==> src/rtl/fetch_pkg.sv <==
`default_nettype none
// ============================================================================
//  Module      : fetch_pkg
//  Description : Shared definitions for the bytecode prefetch unit: the fetch
//                FSM state encoding, the default geometry and the FIFO entry
//                layout ({data, pc}) at that default geometry.
//  Revision    : 1.0 - initial release
// ============================================================================
package fetch_pkg;

    localparam int DEF_ADDRESS_WIDTH = 8;
    localparam int DEF_DATA_WIDTH    = 8;
    localparam int DEF_FIFO_DEPTH    = 4;

    // IDLE : no read outstanding
    // REQ  : read issued, waiting for mem_ready, result will be buffered
    // DRAIN: read issued before a redirect, result will be discarded
    typedef enum logic [1:0] {
        ST_IDLE  = 2'd0,
        ST_REQ   = 2'd1,
        ST_DRAIN = 2'd2
    } fetch_state_e;

    typedef struct packed {
        logic [DEF_DATA_WIDTH-1:0]    data;
        logic [DEF_ADDRESS_WIDTH-1:0] pc;
    } fetch_entry_t;

endpackage
`default_nettype wire

==> src/rtl/prefetch_fifo.sv <==
`default_nettype none
// ============================================================================
//  Module      : prefetch_fifo
//  Description : Synchronous FIFO with push, pop, flush and occupancy level.
//                Flush dominates push and pop. The head output reads zero
//                while the FIFO is empty.
//  Ports       : clk, rst (sync, active-high)
//                i_flush, i_push, i_push_data, i_pop
//                o_head_valid, o_head_data, o_level
//  Revision    : 1.0 - initial release
// ============================================================================
module prefetch_fifo #(
    parameter  int WIDTH   = 16,
    parameter  int DEPTH   = 4,
    localparam int PTR_W   = $clog2(DEPTH),
    localparam int LEVEL_W = PTR_W + 1
) (
    input  logic               clk,
    input  logic               rst,
    input  logic               i_flush,
    input  logic               i_push,
    input  logic [WIDTH-1:0]   i_push_data,
    input  logic               i_pop,
    output logic               o_head_valid,
    output logic [WIDTH-1:0]   o_head_data,
    output logic [LEVEL_W-1:0] o_level
);

    logic [WIDTH-1:0]   mem_q [DEPTH];
    logic [PTR_W-1:0]   wr_ptr_q, wr_ptr_d;
    logic [PTR_W-1:0]   rd_ptr_q, rd_ptr_d;
    logic [LEVEL_W-1:0] count_q,  count_d;
    logic               w_do_pop;

    assign o_head_valid = (count_q != '0);
    assign o_head_data  = o_head_valid ? mem_q[rd_ptr_q] : '0;
    assign o_level      = count_q;
    assign w_do_pop     = i_pop & o_head_valid;

    // Pointers wrap naturally because DEPTH is a power of two.
    always_comb begin
        wr_ptr_d = wr_ptr_q;
        rd_ptr_d = rd_ptr_q;
        count_d  = count_q;
        if (i_flush) begin
            wr_ptr_d = '0;
            rd_ptr_d = '0;
            count_d  = '0;
        end else begin
            if (i_push) begin
                wr_ptr_d = wr_ptr_q + PTR_W'(1);
            end
            if (w_do_pop) begin
                rd_ptr_d = rd_ptr_q + PTR_W'(1);
            end
            count_d = count_q + LEVEL_W'(i_push) - LEVEL_W'(w_do_pop);
        end
    end

    always_ff @(posedge clk) begin
        if (rst) begin
            wr_ptr_q <= '0;
            rd_ptr_q <= '0;
            count_q  <= '0;
        end else begin
            wr_ptr_q <= wr_ptr_d;
            rd_ptr_q <= rd_ptr_d;
            count_q  <= count_d;
        end
    end

    // Storage carries no reset; the head is masked while empty.
    always_ff @(posedge clk) begin
        if (i_push && !i_flush) begin
            mem_q[wr_ptr_q] <= i_push_data;
        end
    end

endmodule
`default_nettype wire

==> src/rtl/bytecode_prefetch_unit.sv <==
`default_nettype none
// ============================================================================
//  Module      : bytecode_prefetch_unit
//  Description : Fetch PC holder and single-outstanding byte reader feeding a
//                prefetch FIFO; delivers {byte, pc} to the decoder. Branch
//                redirect flushes the FIFO and discards any stale read.
//  Ports       : clk, reset (sync, active-high), run
//                redirect_valid, redirect_pc
//                mem_address, mem_start (out) / mem_ready, mem_data (in)
//                byte_valid, byte_data, byte_pc (out) / byte_ready (in)
//                level, fault (out)
//  Options     : FETCH_BOUNDS_CHECK_EN - adds PC_LIMIT; a request for a PC
//                above PC_LIMIT is suppressed and raises sticky fault.
//                Without it the PC wraps and fault stays 0.
//  Revision    : 1.0 - initial release
// ============================================================================
module bytecode_prefetch_unit
    import fetch_pkg::*;
#(
    parameter  int                     ADDRESS_WIDTH = 8,
    parameter  int                     DATA_WIDTH    = 8,
    parameter  int                     FIFO_DEPTH    = 4,
    parameter  logic [ADDRESS_WIDTH-1:0] RESET_PC    = '0,
`ifdef FETCH_BOUNDS_CHECK_EN
    parameter  logic [ADDRESS_WIDTH-1:0] PC_LIMIT    = '1,
`endif
    localparam int                     LEVEL_W       = $clog2(FIFO_DEPTH) + 1
) (
    input  logic                     clk,
    input  logic                     reset,
    input  logic                     run,
    input  logic                     redirect_valid,
    input  logic [ADDRESS_WIDTH-1:0] redirect_pc,
    output logic [ADDRESS_WIDTH-1:0] mem_address,
    output logic                     mem_start,
    input  logic                     mem_ready,
    input  logic [DATA_WIDTH-1:0]    mem_data,
    output logic                     byte_valid,
    output logic [DATA_WIDTH-1:0]    byte_data,
    output logic [ADDRESS_WIDTH-1:0] byte_pc,
    input  logic                     byte_ready,
    output logic [LEVEL_W-1:0]       level,
    output logic                     fault
);

    typedef struct packed {
        logic [DATA_WIDTH-1:0]    data;
        logic [ADDRESS_WIDTH-1:0] pc;
    } entry_t;

    fetch_state_e             state_q, state_d;
    logic [ADDRESS_WIDTH-1:0] fetch_pc_q, fetch_pc_d;
    // Address of the outstanding read; kept apart from fetch_pc so a
    // redirect during DRAIN cannot disturb mem_address.
    logic [ADDRESS_WIDTH-1:0] addr_q, addr_d;
    logic                     fault_q, fault_d;

    logic                     w_push;
    logic                     w_pop;
    logic [ADDRESS_WIDTH-1:0] w_next_pc;
    logic [LEVEL_W-1:0]       w_level_after;
    logic                     w_room_now;
    logic                     w_room_after;
    logic                     w_fetch_oor;
    logic                     w_next_oor;
    logic                     w_redirect_oor;
    entry_t                   w_push_entry;
    entry_t                   w_head_entry;

    assign w_push        = (state_q == ST_REQ) & mem_ready & ~redirect_valid;
    assign w_pop         = byte_valid & byte_ready & ~redirect_valid;
    assign w_next_pc     = addr_q + ADDRESS_WIDTH'(1);
    assign w_level_after = level + LEVEL_W'(w_push) - LEVEL_W'(w_pop);
    // With one read in flight at most, level < depth guarantees its slot.
    assign w_room_now    = (level < LEVEL_W'(FIFO_DEPTH));
    assign w_room_after  = (w_level_after < LEVEL_W'(FIFO_DEPTH));

`ifdef FETCH_BOUNDS_CHECK_EN
    assign w_fetch_oor    = (fetch_pc_q  > PC_LIMIT);
    assign w_next_oor     = (w_next_pc   > PC_LIMIT);
    assign w_redirect_oor = (redirect_pc > PC_LIMIT);
`else
    assign w_fetch_oor    = 1'b0;
    assign w_next_oor     = 1'b0;
    assign w_redirect_oor = 1'b0;
`endif

    always_comb begin
        state_d    = state_q;
        fetch_pc_d = fetch_pc_q;
        addr_d     = addr_q;
        fault_d    = fault_q;

        if (redirect_valid) begin
            fetch_pc_d = redirect_pc;
            fault_d    = fault_q & w_redirect_oor;
        end

        case (state_q)
            ST_IDLE: begin
                if (!redirect_valid && run && w_room_now) begin
                    if (w_fetch_oor) begin
                        fault_d = 1'b1;
                    end else begin
                        state_d = ST_REQ;
                        addr_d  = fetch_pc_q;
                    end
                end
            end
            ST_REQ: begin
                if (redirect_valid) begin
                    // Data arriving with the redirect is simply dropped.
                    state_d = mem_ready ? ST_IDLE : ST_DRAIN;
                end else if (mem_ready) begin
                    fetch_pc_d = w_next_pc;
                    if (run && w_room_after) begin
                        if (w_next_oor) begin
                            fault_d = 1'b1;
                            state_d = ST_IDLE;
                        end else begin
                            addr_d = w_next_pc;
                        end
                    end else begin
                        state_d = ST_IDLE;
                    end
                end
            end
            ST_DRAIN: begin
                if (mem_ready) begin
                    state_d = ST_IDLE;
                end
            end
            default: begin
                state_d = ST_IDLE;
            end
        endcase
    end

    always_ff @(posedge clk) begin
        if (reset) begin
            state_q    <= ST_IDLE;
            fetch_pc_q <= RESET_PC;
            addr_q     <= RESET_PC;
            fault_q    <= 1'b0;
        end else begin
            state_q    <= state_d;
            fetch_pc_q <= fetch_pc_d;
            addr_q     <= addr_d;
            fault_q    <= fault_d;
        end
    end

    assign mem_start    = (state_q != ST_IDLE);
    assign mem_address  = addr_q;
    assign fault        = fault_q;
    assign w_push_entry = '{data: mem_data, pc: addr_q};
    assign byte_data    = w_head_entry.data;
    assign byte_pc      = w_head_entry.pc;

    prefetch_fifo #(
        .WIDTH (DATA_WIDTH + ADDRESS_WIDTH),
        .DEPTH (FIFO_DEPTH)
    ) u_fifo (
        .clk          (clk),
        .rst          (reset),
        .i_flush      (redirect_valid),
        .i_push       (w_push),
        .i_push_data  (w_push_entry),
        .i_pop        (w_pop),
        .o_head_valid (byte_valid),
        .o_head_data  (w_head_entry),
        .o_level      (level)
    );

endmodule
`default_nettype wire

==> config.mk <==
export PLATFORM = sky130hd
export DESIGN_NAME = bytecode_prefetch_unit
export DESIGN_NICKNAME = d
export VERILOG_FILES = /design/src/rtl/fetch_pkg.sv /design/src/rtl/prefetch_fifo.sv /design/src/rtl/bytecode_prefetch_unit.sv
export SDC_FILE = /design/constraint.sdc
export NUM_CORES = 1
export LEC_CHECK = 0
export ABC_CLOCK_PERIOD_IN_PS = 3820
export BUFFER_PORTS_ARGS = -buffer_cell sky130_fd_sc_hd__buf_2
export CAP_MARGIN = 20
export CORE_ASPECT_RATIO = 1.2
export CORE_MARGIN = 4
export CORE_UTILIZATION = 57
export CTS_BUF_LIST = sky130_fd_sc_hd__clkbuf_16
export CTS_CLUSTER_SIZE = 24
export DETAILED_ROUTE_END_ITERATION = 10
export GPL_ROUTABILITY_DRIVEN = 0
export HOLD_SLACK_MARGIN = 0.08
export PLACE_DENSITY = 0.75
export SLEW_MARGIN = 25
export SYNTH_ARGS = -nofsm -noshare
export SYNTH_HDL_FRONTEND = slang
export SYNTH_HIERARCHICAL = 1
export SYNTH_SLANG_ARGS = --single-unit
==> constraint.sdc <==
create_clock -name clk -period 3.82 [get_ports clk]
set_input_delay 0 -clock clk [delete_from_list [all_inputs] [get_ports clk]]
set_output_delay 0 -clock clk [all_outputs]
set_load 0.01 [all_outputs]
==> results of run 1 <==
placed cells by master, fill, tap and decap left out, types with 4 or more instances in the layout:
cell type       n
a211oi_1       10
a21oi_1         9
and2_1         21
buf_2          50
clkbuf_16      11
dfxtp_1        26
dlygate4sd3_1  17
edfxtp_1       64
ha_1            9
inv_1          15
mux2_2          4
mux2i_1         7
mux4_1          6
mux4_2         10
nand2_1        13
nor2_1         15
nor2b_1         5
nor3_1         10
nor3b_1         5
o21ai_0         6
xnor2_1         4
cell type report:
type | count | share of cell area
flip-flops and latches | 91 | 0.511
inverters | 12 | 0.00935
clock inverters | 5 | 0.00597
repair buffers | 69 | 0.0904
clock buffers | 11 | 0.0571
multi-input cells | 170 | 0.303
well taps | 87 | 0.0226
worst max-delay path, stage by stage (launching register included):
cell and delay (ns):
dfxtp_1 0.50, or3_1 0.50, nand2_1 0.10, nor2_1 0.20, ha_1 0.18, inv_1 0.04, ha_1 0.28, and3b_1 0.20
o211a_1 0.25, o221a_2 0.34, nand2b_1 0.27, o32ai_1 0.29
flip-flops by register name, indices dropped and copies added (netlist names), named ones only:
name / count
u_fifo/mem_q: 64
fetch_pc_q: 8
mem_address: 8
u_fifo/o_level: 3
state_q: 2
u_fifo/rd_ptr_q: 2
u_fifo/wr_ptr_q: 2
power by group through the flow:
| stage | Clock [uW] | Sequential [uW] | Combinational (uW) |
|---|---|---|---|
| floorplan | 0 | 1090 | 45.6 |
| detailed placement | 0 | 1100 | 72.9 |
| finish | 866 | 1070 | 86.2 |
| global route | 925 | 1080 | 97.4 |
| CTS | 878 | 1070 | 86.8 |
| global placement | 0 | 1090 | 71.4 |
worst max path at each step:
stage          cells after the start              to  slack, ns         startpoint
2_1_floorplan                     13  mem_address[6]       0.87  u_fifo/o_level[2]
3_3_place_gp                      11  mem_address[0]       0.71  u_fifo/o_level[1]
3_5_place_dp                      11  mem_address[3]       0.60  u_fifo/o_level[2]
4_1_cts                           11  mem_address[3]       0.56  u_fifo/o_level[2]
5_1_grt                           11  mem_address[2]       0.31  u_fifo/o_level[2]
6_report                          11  mem_address[3]       0.59  u_fifo/o_level[2]
kinds of logic after synthesis:
family,after synthesis,share of synthesized area
flops,91,0.606
fa+ha+maj,10,0.0326
mux,27,0.123
buf+inv,27,0.0345
xor+xnor,8,0.0209
compound gates,42,0.0742
other cells,1,0.000923
simple gates,82,0.108
layer usage:
metal | global-route usage | up-vias | share of wire
met5 | 0 | - | 0
met4 | 0.0694 | 0 | 0.012
met3 | 0.0401 | 8 | 0.051
met2 | 0.307 | 70 | 0.50
met1 | 0.255 | 1259 | 0.43
li1 | - | 1223 | -
per-stage QoR:
step	std cells	utilization
2_1_floorplan	288	-
3_3_place_gp	412	0.630
3_5_place_dp	412	0.630
4_1_cts	445	0.698
5_1_grt	445	0.699
6_report	445	0.699
==> results_dict.tcl, run 1 <==
set metrics [dict create \
    status "finished clean" \
    clockBufferDepth 2 \
    worst_slew_pin_slew_ns 0.881 \
    grt_max_degree 27 \
    min-delay-start "run" \
    r2r_setup_slack_ns 0.59 \
    critPathLaunchType "register" \
    power_density_nw_per_um2 421 \
    first_pass_iters 4 \
    ys_seq_area_frac 0.606 \
    ios 52 \
    cts_root_buf "clkbuf_16" \
    dieArea_sq_um 8550 \
    pwr-share-comb 0.043 \
    viasPerCell 5.75 \
    start_util 0.589 \
    cts_buffers 9 \
    critical_path.reg2reg.endpoint "mem_address[3]" \
    hold_path_class "primary input to register" \
    cap_violations 0 \
    synth.top_cells.by_count "64 x edfxtp_1, 27 x dfxtp_1, 21 x and2_1" \
    max-slew-margin-rel 0.413 \
    synth_nets 320 \
    post-place-ws_ns 0.600 \
    pwr-share-clk 0.427 \
    synth_area_leader_cell "edfxtp_1" \
    cts_tree "built" \
    endpoint_kind "register" \
    fmax_mhz 310 \
    p_leak_uw 0.00182 \
    p_int_uw 1620 \
    hold-path-cell-count 4 \
    cts_resized 0 \
    core_sq_um 6900 \
    vias 2560 \
    routedWlPerCell_um 16.8 \
    power_uw 2030 \
    synth.distinct_cells 47 \
    die_w_um 85.1 \
    yosysMostFrequentCell "edfxtp_1" \
    drt_wl_total_mm 7.50 \
    nNetsFinal 385 \
    multiInputGateArea_sq_um 1460 \
    gr-total-overflow 0 \
    cts_sinks 91 \
    num_rows 33 \
    design_area_sq_um 4820 \
    grt_pass1_vias 2491 \
    synth_edf_count 64 \
    synthTopCellsByArea "edfxtp_1 47%, dfxtp_1 13%, mux4_2 5.5%" \
    post-route-period-util 0.845 \
    drt_iter0_drc 112 \
    r2r-start "u_fifo/o_level[2]" \
    holdBufCountCts 17 \
    drive_gt1_frac 0.232 \
    yosysTopAreaCellShare 0.473 \
    postSynthCellCount 288 \
    dpl.hpwl_mm 4.69 \
    grt_pass1_wl_mm 12.5 \
    critPathRequiredTime_ns 4.07 \
    min_to "state_q[0]" \
    grt_usage 0.190 \
    rsz0062_at_grt "no" \
    postCtsSetupRepairBufs 0 \
    io_buffers 50 \
    ys_async_sr_fraction 0 \
    synth.avg_cell_area_sq_um 14.1 \
    p_sw_frac 0.200 \
    syn-cell-area_sq_um 4060 \
    clk_pin_slew_worst_paths_ns 0.06 \
    fill_cells 465 \
    regArea_sq_um 2460 \
    drv_slew 0 \
    whs_ns 0.113 \
    worstPathMaxFanout 18 \
    drc_errors 0 \
    finalSetupViolCount 0 \
    finalHoldViolations 0 \
    path_class "register to register" \
    htree_levels 3 \
    fin_tns_setup_ns 0 \
    fp.dieH_um 100 \
    r2r_cells 11 \
    peakVddDrop_mv 0.276 \
    antenna_cells 0 \
    skew_ns 0.00515 \
    clk-insertion-delay-late_ns 0.34 \
    antenna_left 0 \
    synth_seq_cells 91 \
    final.setup.worst_slack_ns 0.591 \
    syn2layout_area_growth_pct 18.6 \
    critPathArrivalTime_ns 3.47 \
    synthFlopType "edfxtp_1" \
    netSwitchingPower_uw 406 \
    place_area_sq_um 4340 \
    ys_warn_count 6 \
    antenna_found_initial 0 \
    pwr-share-seq 0.530 \
    fin_crit_ns 3.23 \
]
(Power assumes the default switching activity.)
==> run 2: changes to the inputs <==
--- a/config.mk
+++ b/config.mk
@@ -5,18 +5,19 @@
 export SDC_FILE = /design/constraint.sdc
 export NUM_CORES = 1
 export LEC_CHECK = 0
-export ABC_CLOCK_PERIOD_IN_PS = 3820
+export ABC_AREA = 1
+export ABC_CLOCK_PERIOD_IN_PS = 2700
 export BUFFER_PORTS_ARGS = -buffer_cell sky130_fd_sc_hd__buf_2
 export CAP_MARGIN = 20
 export CORE_ASPECT_RATIO = 1.2
 export CORE_MARGIN = 4
-export CORE_UTILIZATION = 57
+export CORE_UTILIZATION = 52
 export CTS_BUF_LIST = sky130_fd_sc_hd__clkbuf_16
 export CTS_CLUSTER_SIZE = 24
 export DETAILED_ROUTE_END_ITERATION = 10
 export GPL_ROUTABILITY_DRIVEN = 0
 export HOLD_SLACK_MARGIN = 0.08
-export PLACE_DENSITY = 0.75
+export PLACE_DENSITY = 0.71
 export SLEW_MARGIN = 25
 export SYNTH_ARGS = -nofsm -noshare
 export SYNTH_HDL_FRONTEND = slang
==> constraint.sdc (replaced) <==
create_clock -name clk -period 2.7 [get_ports clk]
set_input_delay 0 -clock clk [delete_from_list [all_inputs] [get_ports clk]]
set_output_delay 0 -clock clk [all_outputs]
set_load 0.01 [all_outputs]
==> results_dict.tcl, run 2 <==
set metrics [dict create \
    fin_crit_ns 2.42 \
    synth_area_leader_cell "edfxtp_1" \
    synth_edf_count 64 \
    drt_iter0_drc 168 \
    r2r_cells 17 \
    worst_slew_pin_slew_ns 0.720 \
    synth_compound_area_frac 0.0578 \
    critPathLaunchType "register" \
    fill_cells 678 \
    dpl.hpwl_mm 5.69 \
    dieArea_sq_um 10000 \
    hold_path_class "primary input to register" \
    p_leak_uw 0.00242 \
    yosys.area_share.simple 0.218 \
    ys_seq_area_frac 0.560 \
    cts_buffers 9 \
    regMostFlops "u_fifo/mem_q" \
    drc_errors 0 \
    skew_ns 0.00664 \
    synth.avg_cell_area_sq_um 8.80 \
    vias 3330 \
    path_class "register to register" \
    cts_sinks 91 \
    clk-insertion-delay-late_ns 0.33 \
    critPathArrivalTime_ns 2.68 \
    clk_pin_slew_worst_paths_ns 0.06 \
    synthFlopType "edfxtp_1" \
    yosysMostFrequentCell "nand2_1" \
    die_w_um 92.0 \
    cts_root_buf "clkbuf_16" \
    cts_tree "built" \
    synth.distinct_cells 32 \
    finalSetupViolCount 0 \
    first_pass_iters 5 \
    ys_warn_count 6 \
    ios 52 \
    peakVddDrop_mv 0.323 \
    final_common_cell "nand2_1" \
    post-route-period-util 0.896 \
    synth_top_family_by_area "simple AND/OR/NAND/NOR gates" \
    clockBufferDepth 2 \
    viasPerCell 4.81 \
    post_synth_mux_area_share 0.00455 \
    fmax_mhz 413 \
    critPathRequiredTime_ns 2.96 \
    mostFrequentLayoutCells "124 x nand2_1, 100 x inv_1, 64 x edfxtp_1" \
    start_util 0.536 \
    io_buffers 50 \
    syn2layout_area_growth_pct 18.5 \
    synth_nets 532 \
    power_density_nw_per_um2 580 \
    largest_reg_flops 64 \
    endpoint_kind "register" \
    gr-total-overflow 0 \
    yosysTopAreaCellShare 0.437 \
    instances_no_fill 692 \
    finalHoldViolations 0 \
    dpl.cell_count 655 \
    postSynthCellCount 500 \
    synth_seq_cells 91 \
    drt_wl_total_mm 8.87 \
    final.setup.worst_slack_ns 0.282 \
    htree_levels 3 \
    synthAdderAreaFrac 0.0302 \
    post-place-ws_ns 0.174 \
    drv_slew 0 \
    grt_pass1_vias 3266 \
    max-slew-margin-rel 0.519 \
    drive_gt1_frac 0.154 \
    synthTopCellsByArea "edfxtp_1 44%, dfxtp_1 12%, nand2_1 11%" \
    worstPathMaxFanout 13 \
    hold-path-cell-count 4 \
    antenna_left 0 \
    synth.top_cells.by_count "125 x nand2_1, 98 x inv_1, 64 x edfxtp_1" \
    antenna_found_initial 0 \
    fp.dieH_um 109 \
    num_rows 36 \
    syn-cell-area_sq_um 4400 \
    ys_async_sr_fraction 0 \
    core_sq_um 8200 \
    antenna_cells 0 \
    synthXorXnorAreaFrac 0.00597 \
    grt_max_degree 33 \
    grt_usage 0.186 \
    cap_violations 0 \
    postCtsSetupRepairBufs 0 \
    status "finished clean" \
    routedWlPerCell_um 12.8 \
    nNetsFinal 605 \
    grt_pass1_wl_mm 14.6 \
]
[run 2: layout make-up]
| class | instances | area (sq um) | area share |
|---|---|---|---|
| flip-flops and latches | 91 | 2460 | 0.473 |
| multi-input cells | 287 | 1400 | 0.269 |
| repair buffers | 78 | 513 | 0.0985 |
| inverters | 106 | 409 | 0.0785 |
| clock buffers | 10 | 250 | 0.0480 |
| well taps | 114 | 143 | 0.0274 |
| clock inverters | 6 | 30.0 | 0.00576 |
[run 2: power by group]
group	internal [uW]	total [uW]	switching, uW
clock	668	1140	470
sequential	1550	1600	54.8
combinational	119	286	167
total	2330	3020	692
[run 2: critical path, cell delays in order, from the launching register on]
cell     delay, ns
dfxtp_1       0.35
inv_2         0.06
nor2_4        0.23
inv_4         0.10
nor2_4        0.12
nand2_4       0.11
ha_1          0.20
inv_1         0.05
ha_1          0.22
nand3_1       0.11
nand3_1       0.08
nand2_1       0.09
nand3_1       0.13
nand2_4       0.16
nand2_1       0.12
nand2_1       0.09
nand2_1       0.05
nor2_1        0.09
[run 2: final timing paths]
path / from / end / slack (ns)
max: state_q[0] / mem_address[1] / 0.28
min: mem_ready / fetch_pc_q[0] / 0.15
max reg2reg: state_q[0] / mem_address[1] / 0.28
min reg2reg: fetch_pc_q[3] / fetch_pc_q[3] / 0.48
[run 2: through the flow]
step	utilization	instance area [sq um]	hold WS (ns)	total power [uW]	TNS, ns
floorplan	-	4400	0.0691	1790	0
global placement	0.575	4710	0.217	1880	0
detailed placement	0.575	4710	0.222	1890	0
CTS	0.635	5200	0.139	3050	0
global route	0.636	5210	0.180	3160	-0.00693
finish	0.636	5210	0.151	3020	0
[run 2: kinds of logic (layout without fill, tap and decap cells)]
family	Yosys count	after routing
compound gates	48	48
xor+xnor	3	3
fa+ha+maj	10	10
buf+inv	122	200
flops	91	91
mux	2	2
other cells	1	1
simple gates	223	223
[run 2: layer usage]
metal,track usage,wire (um),up-vias
li1,-,-,1724
met1,0.214,3890,1532
met2,0.349,4620,72
met3,0.0248,334,2
met4,0.0764,36,0
met5,0,0,-
[run 2: repair_timing]
item / in CTS / in global routing
hold buffers: 21 / 0
setup endpoints to repair: 0 / 7
endpoints found under the hold margin: 51 / 0
resized for setup: 0 / 2
